**src/rtl/uart_pkg.sv**
```systemverilog
// Shared types and helpers for the UART receive path.
package uart_pkg;

   typedef enum logic [1:0] {
      PAR_NONE = 2'd0,
      PAR_EVEN = 2'd1,
      PAR_ODD  = 2'd2
   } parity_t;

   typedef enum logic [2:0] {
      IDLE,
      START,
      DATA,
      PAR,
      STOP,
      BREAK
   } rx_state_t;

   // Occupancy counter width able to represent 0..depth inclusive.
   function automatic int fn_cnt_w(input int depth);
      return $clog2(depth + 1);
   endfunction

endpackage

```
**src/rtl/uart_rx_fifo_sync_fifo.sv**
```systemverilog
// First-word-fall-through FIFO with wrap-bit pointers; a push into a full FIFO
// is accepted only when a pop frees the slot in the same cycle, otherwise dropped.
module sync_fifo
   import uart_pkg::*;
#(
   parameter int WIDTH = 8,
   parameter int DEPTH = 16
) (
   input  logic                       clk,
   input  logic                       rstn,
   input  logic                       push,
   input  logic                       pop,
   input  logic [WIDTH-1:0]           din,
   output logic [WIDTH-1:0]           dout,
   output logic                       empty,
   output logic                       full,
   output logic [fn_cnt_w(DEPTH)-1:0] count,
   output logic                       drop
);

   localparam int AW = $clog2(DEPTH);
   localparam int PW = AW + 1;
   localparam int CW = fn_cnt_w(DEPTH);

   logic [PW-1:0]    wptr_q, wptr_d;
   logic [PW-1:0]    rptr_q, rptr_d;
   logic [WIDTH-1:0] mem_q [DEPTH];
   logic             do_push;
   logic             do_pop;

   always_comb begin
      empty   = (wptr_q == rptr_q);
      full    = (wptr_q[AW-1:0] == rptr_q[AW-1:0]) && (wptr_q[AW] != rptr_q[AW]);
      do_pop  = pop && !empty;
      do_push = push && (!full || do_pop);
      drop    = push && !do_push;
      wptr_d  = do_push ? wptr_q + PW'(1) : wptr_q;
      rptr_d  = do_pop  ? rptr_q + PW'(1) : rptr_q;
   end

   assign count = CW'(wptr_q - rptr_q);
   assign dout  = mem_q[rptr_q[AW-1:0]];

   always_ff @(posedge clk) begin
      if (!rstn) begin
         wptr_q <= '0;
         rptr_q <= '0;
      end else begin
         wptr_q <= wptr_d;
         rptr_q <= rptr_d;
      end
   end

   always_ff @(posedge clk) begin
      if (do_push) mem_q[wptr_q[AW-1:0]] <= din;
   end

endmodule

```
**src/rtl/uart_rx_fifo.sv**
```systemverilog
// UART receiver (configurable width/parity) feeding a FWFT receive FIFO,
// with sticky overrun / framing / parity error flags.
//
// state | meaning
// IDLE  | line idle, waiting for a low level on rxs
// START | half-bit wait, confirm start bit still low
// DATA  | sample DATA_BITS data bits, LSB first, one per bit period
// PAR   | sample parity bit and record mismatch
// STOP  | sample stop bit; push, or flag parity/framing error
// BREAK | line stuck low after a framing error, wait for release
module uart_rx_fifo
   import uart_pkg::*;
#(
   parameter int CLK_PER_HALF_BIT = 86,
   parameter int DATA_BITS        = 8,
   parameter int PARITY           = 0,
   parameter int DEPTH            = 16
) (
   input  logic                       clk,
   input  logic                       rstn,
   input  logic                       rxd,
   input  logic                       rd_en,
   output logic [DATA_BITS-1:0]       dout,
   output logic                       empty,
   output logic                       full,
   output logic [fn_cnt_w(DEPTH)-1:0] count,
   input  logic                       err_clr,
   output logic                       overrun,
   output logic                       frame_err,
   output logic                       parity_err
);

   localparam int             TW       = $clog2(2 * CLK_PER_HALF_BIT);
   localparam logic [TW-1:0]  HALF_LD  = TW'(CLK_PER_HALF_BIT - 1);
   localparam logic [TW-1:0]  FULL_LD  = TW'(2 * CLK_PER_HALF_BIT - 1);
   localparam parity_t        PAR_MODE = parity_t'(PARITY);
   localparam logic [3:0]     LAST_BIT = 4'(DATA_BITS - 1);

   rx_state_t            state_q, state_d;
   logic                 rx_meta_q, rxs_q;
   logic [TW-1:0]        tmr_q, tmr_d;
   logic [3:0]           bit_cnt_q, bit_cnt_d;
   logic [DATA_BITS-1:0] shift_q, shift_d;
   logic                 par_bad_q, par_bad_d;
   logic                 overrun_q, overrun_d;
   logic                 frame_err_q, frame_err_d;
   logic                 parity_err_q, parity_err_d;
   logic                 tc;
   logic                 push;
   logic                 drop;
   logic                 set_fe;
   logic                 set_pe;

   assign tc = (tmr_q == '0);

   always_comb begin
      state_d   = state_q;
      tmr_d     = tc ? tmr_q : tmr_q - TW'(1);
      bit_cnt_d = bit_cnt_q;
      shift_d   = shift_q;
      par_bad_d = par_bad_q;
      push      = 1'b0;
      set_fe    = 1'b0;
      set_pe    = 1'b0;
      unique case (state_q)
         IDLE: begin
            if (!rxs_q) begin
               tmr_d   = HALF_LD;
               state_d = START;
            end
         end
         START: begin
            if (tc) begin
               if (rxs_q) begin
                  state_d = IDLE;
               end else begin
                  tmr_d     = FULL_LD;
                  bit_cnt_d = '0;
                  par_bad_d = 1'b0;
                  state_d   = DATA;
               end
            end
         end
         DATA: begin
            if (tc) begin
               shift_d   = {rxs_q, shift_q[DATA_BITS-1:1]};
               tmr_d     = FULL_LD;
               bit_cnt_d = bit_cnt_q + 4'd1;
               if (bit_cnt_q == LAST_BIT) state_d = (PAR_MODE == PAR_NONE) ? STOP : PAR;
            end
         end
         PAR: begin
            if (tc) begin
               // even: data XOR parity must be 0; odd: must be 1
               par_bad_d = ((^shift_q) ^ rxs_q) != (PAR_MODE == PAR_ODD);
               tmr_d     = FULL_LD;
               state_d   = STOP;
            end
         end
         STOP: begin
            if (tc) begin
               if (!rxs_q) begin
                  set_fe  = 1'b1;
                  state_d = BREAK;
               end else begin
                  if (par_bad_q) set_pe = 1'b1;
                  else           push   = 1'b1;
                  state_d = IDLE;
               end
            end
         end
         BREAK: begin
            if (rxs_q) state_d = IDLE;
         end
         default: state_d = IDLE;
      endcase

      overrun_d    = drop   ? 1'b1 : (err_clr ? 1'b0 : overrun_q);
      frame_err_d  = set_fe ? 1'b1 : (err_clr ? 1'b0 : frame_err_q);
      parity_err_d = set_pe ? 1'b1 : (err_clr ? 1'b0 : parity_err_q);
   end

   always_ff @(posedge clk) begin
      if (!rstn) begin
         state_q      <= IDLE;
         rx_meta_q    <= 1'b1;
         rxs_q        <= 1'b1;
         tmr_q        <= '0;
         bit_cnt_q    <= '0;
         shift_q      <= '0;
         par_bad_q    <= 1'b0;
         overrun_q    <= 1'b0;
         frame_err_q  <= 1'b0;
         parity_err_q <= 1'b0;
      end else begin
         state_q      <= state_d;
         rx_meta_q    <= rxd;
         rxs_q        <= rx_meta_q;
         tmr_q        <= tmr_d;
         bit_cnt_q    <= bit_cnt_d;
         shift_q      <= shift_d;
         par_bad_q    <= par_bad_d;
         overrun_q    <= overrun_d;
         frame_err_q  <= frame_err_d;
         parity_err_q <= parity_err_d;
      end
   end

   assign overrun    = overrun_q;
   assign frame_err  = frame_err_q;
   assign parity_err = parity_err_q;

   sync_fifo #(
      .WIDTH (DATA_BITS),
      .DEPTH (DEPTH)
   ) u_fifo (
      .clk   (clk),
      .rstn  (rstn),
      .push  (push),
      .pop   (rd_en),
      .din   (shift_q),
      .dout  (dout),
      .empty (empty),
      .full  (full),
      .count (count),
      .drop  (drop)
   );

endmodule
```
**config.mk**
```make
export PLATFORM = sky130hd
export DESIGN_NAME = uart_rx_fifo
export DESIGN_NICKNAME = d
export VERILOG_FILES = /design/src/rtl/uart_pkg.sv /design/src/rtl/uart_rx_fifo_sync_fifo.sv /design/src/rtl/uart_rx_fifo.sv
export SDC_FILE = /design/constraint.sdc
export NUM_CORES = 1
export LEC_CHECK = 0
export ABC_AREA = 0
export BUFFER_PORTS_ARGS = -buffer_cell sky130_fd_sc_hd__buf_4
export CAP_MARGIN = 15
export CORE_MARGIN = 10
export CORE_UTILIZATION = 35
export DETAILED_ROUTE_END_ITERATION = 10
export GPL_ROUTABILITY_DRIVEN = 1
export MAX_ROUTING_LAYER = met4
export PLACE_DENSITY_LB_ADDON = 0.15
export SYNTH_ARGS = -nofsm -noshare
export SYNTH_HDL_FRONTEND = slang
export SYNTH_SLANG_ARGS = --single-unit
```
**constraint.sdc**
```tcl
create_clock -name clk -period 3.3 [get_ports clk]
set_clock_uncertainty 0.2 [all_clocks]
set_input_delay 0.825 -clock clk [delete_from_list [all_inputs] [get_ports clk]]
set_output_delay 0.825 -clock clk [all_outputs]
set_load 0.05 [all_outputs]
```
==> results.yml, run 1 <==
clock_network:
  cts_buffer_depth: 2
  cts.sink_count: 171
  numCtsBuffers: 17
  cts-root-buf: "clkbuf_16"
  htree_levels: 4
  cts_tree: "yes"
  clock_latency_ps: 430
  cts_hold_repair.buffers: 0
  clk_pin_slew_ps: 70
power_and_ir_drop:
  p_leak_uw: 0.00286
  power_density_mw_per_mm2: 567
  vdd_drop_max_v: 0.000342
floorplanning:
  dieArea_sq_mm: 0.0266
  die_x_microns: 163
  initial_core_util_pct: 35.5
  coreArea_sq_mm: 0.0202
  top_level_ports: 23
  rows: 52
  die_h_microns: 163
critical_path:
  end_kind: "output pin"
  start_kind: "register"
  rrSetupSlack_ps: 370
  cpMostUsedCell: "mux4_2"
  slowest_stage: "mux4_2"
  worstPathRequired_ps: 2270
  criticalPathCategory: "register to output pin"
  critPathMaxFanout: 8
  crit_path_cell_trace: "buf_12, buf_16, mux4_2, mux4_2, buf_6"
  slowest_delay_ps: 520
  arrival_ps: 2260
synthesis:
  synthMostInstantiatedCell: "edfxtp_1"
  ys_seq_area_share_pct: 65.6
  synthArstFlopShare_pct: 0
  synth_common_cells: "edfxtp_1, dfxtp_1, mux4_2"
  synth_top_area_cell: "edfxtp_1"
  synth_cells: 459
  synth_area_leaders: "edfxtp_1, mux4_2, dfxtp_1"
  ys.flop_type: "edfxtp_1"
  syn_nets: 478
  avgSynthCellArea_sq_um: 15.6
  ys.warnings.count: 0
  ys_types: 56
  synth_edf_count: 128
  synth_area_sq_mm: 0.00717
  synth_seq_cells: 171
  synth_top_area_share_pct: 53.6
timing:
  hold_viol: 0
  rsz0062_at_grt: "true"
  hold_slack_ps: 213
  fin_crit_sh_pct: 99.5
  fin_crit_ps: 3280
  final-setup-viol-count: 0
  drv_slew: 0
  fmax_mhz: 305
  worst_slew_pin_slew_ps: 736
  max_slew_margin_pct: 50.9
placed_design:
  gp_congestion: 0.782
  dpl.hpwl_microns: 9970
  port_buffers: 22
  dp.cells: 743
global_route:
  grtUsageMet2_pct: 18.7
  track_usage_pct: 12.5
  grt_start_max_net_pins: 33
  top_usage_layer: "met2"
  grt_pass1_vias: 4043
  antenna_found_initial: 0
  grt_util_met1_pct: 16.4
  grt-ovfl-total: 0
  grt_pass1_wl_microns: 24100
  met3_usage_pct: 2.54
routing:
  vias: 3914
  wl_microns: 15300
  firstDrtPassIters: 4
  via_per_inst: 5.03
  drt_iter0_drc: 310
  wl_per_cell_microns: 19.6
  ant_nets: 0
  drcViolationCount: 0
cells_and_area:
  drive_gt1_share_pct: 23.8
  instances_no_fill: 778
  diodes: 0
  fin_nets: 514
  areaGrowthSynthToFinish_pct: 17.0
job:
  max_cap_viol_count: 0
worst_hold_path:
  min_path_type: "register to register"
outcome:
  status: "complete, no violations"
## routing by layer
layer  part of all wire (%)  up-vias
met4                   0.67        0
met1                     48     1972
li1                       -     1872
met2                     48       64
met3                    3.7        6
met5                      0        -
## report_power, final
group	internal, uW	switching [uW]	leakage [uW]	total [uW]
Combinational	202	258	0.00106	460
Sequential	2320	58.6	0.00154	2380
Clock	1010	909	0.000273	1920
Total	3530	1220	0.00286	4750
## flip-flops by register name, summed over array words and instances (netlist names), named ones only
name / count
bit_cnt_q: 4
frame_err: 1
overrun: 1
par_bad_q: 1
parity_err: 1
rx_meta_q: 1
rxs_q: 1
shift_q: 8
state_q: 3
tmr_q: 8
u_fifo.mem_q: 128
u_fifo.rptr_q: 5
u_fifo.wptr_q: 5
## what timing repair did
| item | 4_1_cts | 5_1_grt |
|---|---|---|
| buffers inserted | 1 | 0 |
| cloned | 2 | 0 |
| gates resized for setup | 11 | 2 |
| setup endpoints to repair | 8 | 9 |
## cells in the final DEF, fill, tap and decap left out, drive strengths merged, types with 4 or more instances in the layout
cell	n
nand3	8
inv	31
nand4	4
o211ai	4
nand2b	4
nand2	28
nor2	19
xnor2	11
or4	5
a21oi	28
xor2	5
buf	38
mux4	40
o21ai	5
edfxtp	128
dfxtp	43
clkbuf	17
and3	15
o31ai	4
ha	13
nor3	8
mux2i	4
## kinds of logic (layout without fill, tap and decap cells)
logic type | after synthesis | count (layout) | synth area share, %
AO/OA/AOI/OAI | 60 | 60 | 5.31
flip-flops | 171 | 171 | 65.6
buffers and inverters | 41 | 90 | 2.23
adder cells (fa/ha/maj) | 14 | 14 | 2.55
XOR/XNOR | 17 | 17 | 2.27
AND/OR/NAND/NOR | 111 | 111 | 8.74
multiplexers | 45 | 45 | 13.3
## area by class of cell
type,instances,area (sq um)
Fill cell,1831,11800
Sequential cell,171,4710
Multi-Input combinational cell,247,2300
Clock buffer,17,425
Timing Repair Buffer,38,393
Tap cell,270,338
Clock inverter,15,143
Inverter,20,75.1
## worst paths after layout
kind,start,to,cells past startpoint
setup reg to reg,tmr_q[0],tmr_q[0],9
hold reg to reg,rx_meta_q,rxs_q,1
setup / recovery,register,dout[3],5
hold / removal,rx_meta_q,rxs_q,1
## worst max-delay path: cells and delay by family (launching register included)
family	cells	cell delay [ps]
mux	2	1010
buf+inv	3	450
flops	1	380
## through the flow
stage / power [uW] / area (sq um) / TNS (ps) / util (%) / setup WS [ps]
detailed placement: 2880 / 7710 / 0 / 38.2 / 351
finish: 4750 / 8390 / 0 / 41.6 / 16.9
global placement: 2870 / 7710 / 0 / 38.2 / 372
CTS: 4810 / 8390 / -146 / 41.6 / -31.0
floorplan: 2760 / 7170 / 0 / - / 182
global route: 4970 / 8390 / -329 / 41.6 / -54.7
(Power assumes the default switching activity.)
==> run 2, diff against run 1 <==
--- a/config.mk
+++ b/config.mk
@@ -16,4 +16,5 @@
 export PLACE_DENSITY_LB_ADDON = 0.15
 export SYNTH_ARGS = -nofsm -noshare
 export SYNTH_HDL_FRONTEND = slang
+export SYNTH_HIERARCHICAL = 1
 export SYNTH_SLANG_ARGS = --single-unit
==> results.yml, run 2 <==
synthesis:
  ys_types: 60
  synth_top_area_share_pct: 53.5
  synth_cells: 475
  yosys.area_share.adder_pct: 2.37
  ys.flop_type: "edfxtp_1"
  synth_area_leaders: "edfxtp_1, dfxtp_1, mux4_2"
  ys_seq_area_share_pct: 65.5
  synth_area_sq_mm: 0.00718
  yosys.area_share.xor_xnor_pct: 2.72
  synthMuxAreaShare_pct: 11.4
  avgSynthCellArea_sq_um: 15.1
  synth-compound-area-share_pct: 7.00
  synthSimpleGateAreaFrac_pct: 8.92
  ys.warnings.count: 6
  synth_top_area_cell: "edfxtp_1"
  synth_edf_count: 128
  synth_seq_cells: 171
  syn_nets: 493
  synthMostInstantiatedCell: "edfxtp_1"
  synthArstFlopShare_pct: 0
  synth_common_cells: "edfxtp_1, dfxtp_1, nor2_1"
  synth_top_family_by_area: "multiplexers"
power_and_ir_drop:
  p_leak_uw: 0.00294
  vdd_drop_max_v: 0.000381
  power.total_uw: 4740
  power_density_mw_per_mm2: 559
critical_path:
  start_kind: "register"
  worstSetupPathDepth: 5
  arrival_ps: 2140
  slowest_stage: "mux4_2"
  crit_family: "multiplexers"
  criticalPathCategory: "register to output pin"
  worstPathRequired_ps: 2270
  crit_buf_inv: 2
  r2r-start: "tmr_q[5]"
  ff2ff_path_depth: 8
  end_kind: "output pin"
  crit_path_cell_trace: "buf_12, mux4_2, a22oi_1, nand2_1, buf_4"
  slowest_delay_ps: 510
  rrSetupSlack_ps: 430
  critPathMaxFanout: 16
routing:
  drt_iter0_drc: 259
  wl_per_cell_microns: 19.4
  vias: 4131
  firstDrtPassIters: 4
  via_per_inst: 5.07
  drcViolationCount: 0
  ant_nets: 0
  wl_microns: 15800
cells_and_area:
  drive_gt1_share_pct: 25.2
  fin_nets: 549
  final_cell_mix: "edfxtp_1, buf_4, nor2_1, dfxtp_1, mux4_2"
  ff_latch_area_sq_mm: 0.00471
  nFillCells: 1874
  layout_commonest_cell: "edfxtp_1"
  diodes: 0
  multi_input_area_sq_mm: 0.00234
  largest_reg_flops: 128
  areaGrowthSynthToFinish_pct: 18.0
floorplanning:
  initial_core_util_pct: 35.5
  top_level_ports: 23
  die_x_microns: 163
  dieArea_sq_mm: 0.0267
  die_h_microns: 163
  rows: 52
  coreArea_sq_mm: 0.0202
global_route:
  grt_start_max_net_pins: 33
  grt_pass1_wl_microns: 24800
  track_usage_pct: 12.6
  antenna_found_initial: 0
  grt_pass1_vias: 4263
  grt-ovfl-total: 0
worst_hold_path:
  min_path_type: "register to register"
  holdPathStages: 1
  worstHoldStart: "rx_meta_q"
placed_design:
  dpl.hpwl_microns: 10100
  gp_congestion: 0.751
  preCtsSetupSlack_ps: 401
  port_buffers: 22
clock_network:
  clk_pin_slew_ps: 70
  clock_latency_ps: 430
  cts.sink_count: 171
  cts_buffer_depth: 2
  cts-root-buf: "clkbuf_16"
  numCtsBuffers: 17
  cts_tree: "yes"
  htree_levels: 4
timing:
  max_slew_margin_pct: 46.6
  drv_slew: 0
  hold_viol: 0
  fmax_mhz: 316
  fin_crit_ps: 3160
  fin_crit_sh_pct: 95.9
  final-setup-viol-count: 0
  worst_slew_pin_slew_ps: 800
  rsz0062_at_grt: "false"
  layout_setup_ws_ps: 136
job:
  max_cap_viol_count: 0
outcome:
  status: "complete, no violations"
run 2: timing repair:
action	in CTS	in global routing
endpoints found under the setup margin	1	5
hold buffers	0	0
setup buffers	0	2
cloned	0	1
resized for setup	1	1
run 2: where the power goes:
| group | leakage [uW] | internal (uW) | switching (uW) |
|---|---|---|---|
| Clock | 0.000277 | 998 | 891 |
| Sequential | 0.00153 | 2320 | 63.4 |
| Combinational | 0.00113 | 205 | 264 |
| Total | 0.00294 | 3520 | 1220 |
run 2: worst paths after layout:
| path | to |
|---|---|
| worst max-delay path | dout[6] |
| worst min-delay path | rxs_q |
| worst max register to register | u_fifo/mem_q[8][5] |
| worst min register to register | rxs_q |
run 2: kinds of logic (layout without fill, tap and decap cells):
kind of cell / count (synthesis) / in the layout
flops: 171 / 171
simple gates: 121 / 121
fa+ha+maj: 13 / 13
xor+xnor: 19 / 19
buf+inv: 36 / 105
compound gates: 73 / 73
mux: 42 / 42
run 2: layout make-up:
cell class | count | area share (%)
flip-flops and latches | 171 | 55.5
multi-input cells | 268 | 27.6
repair buffers | 57 | 5.55
clock buffers | 18 | 5.06
well taps | 270 | 3.99
clock inverters | 14 | 1.58
inverters | 16 | 0.709
run 2: metrics by stage:
stage / utilization (%) / std cells / setup TNS (ps) / cell area [sq um] / hold slack (ps)
after global placement: 38.9 / 779 / 0 / 7870 / 189
after detailed placement: 38.9 / 779 / 0 / 7870 / 201
after CTS: 41.7 / 811 / 0 / 8430 / 218
after global routing: 41.9 / 814 / 0 / 8480 / 230
final: 41.9 / 814 / 0 / 8480 / 213
after floorplan: - / 475 / -1080 / 7190 / 186
run 2: routing by layer:
layer / GRT usage [%] / share of wire (%) / vias to the layer above
met4: 3.44 / 0.66 / 0
met2: 17.6 / 45 / 69
li1: - / - / 1952
met5: - / 0 / -
met1: 17.8 / 51 / 2101
met3: 3.07 / 2.8 / 9
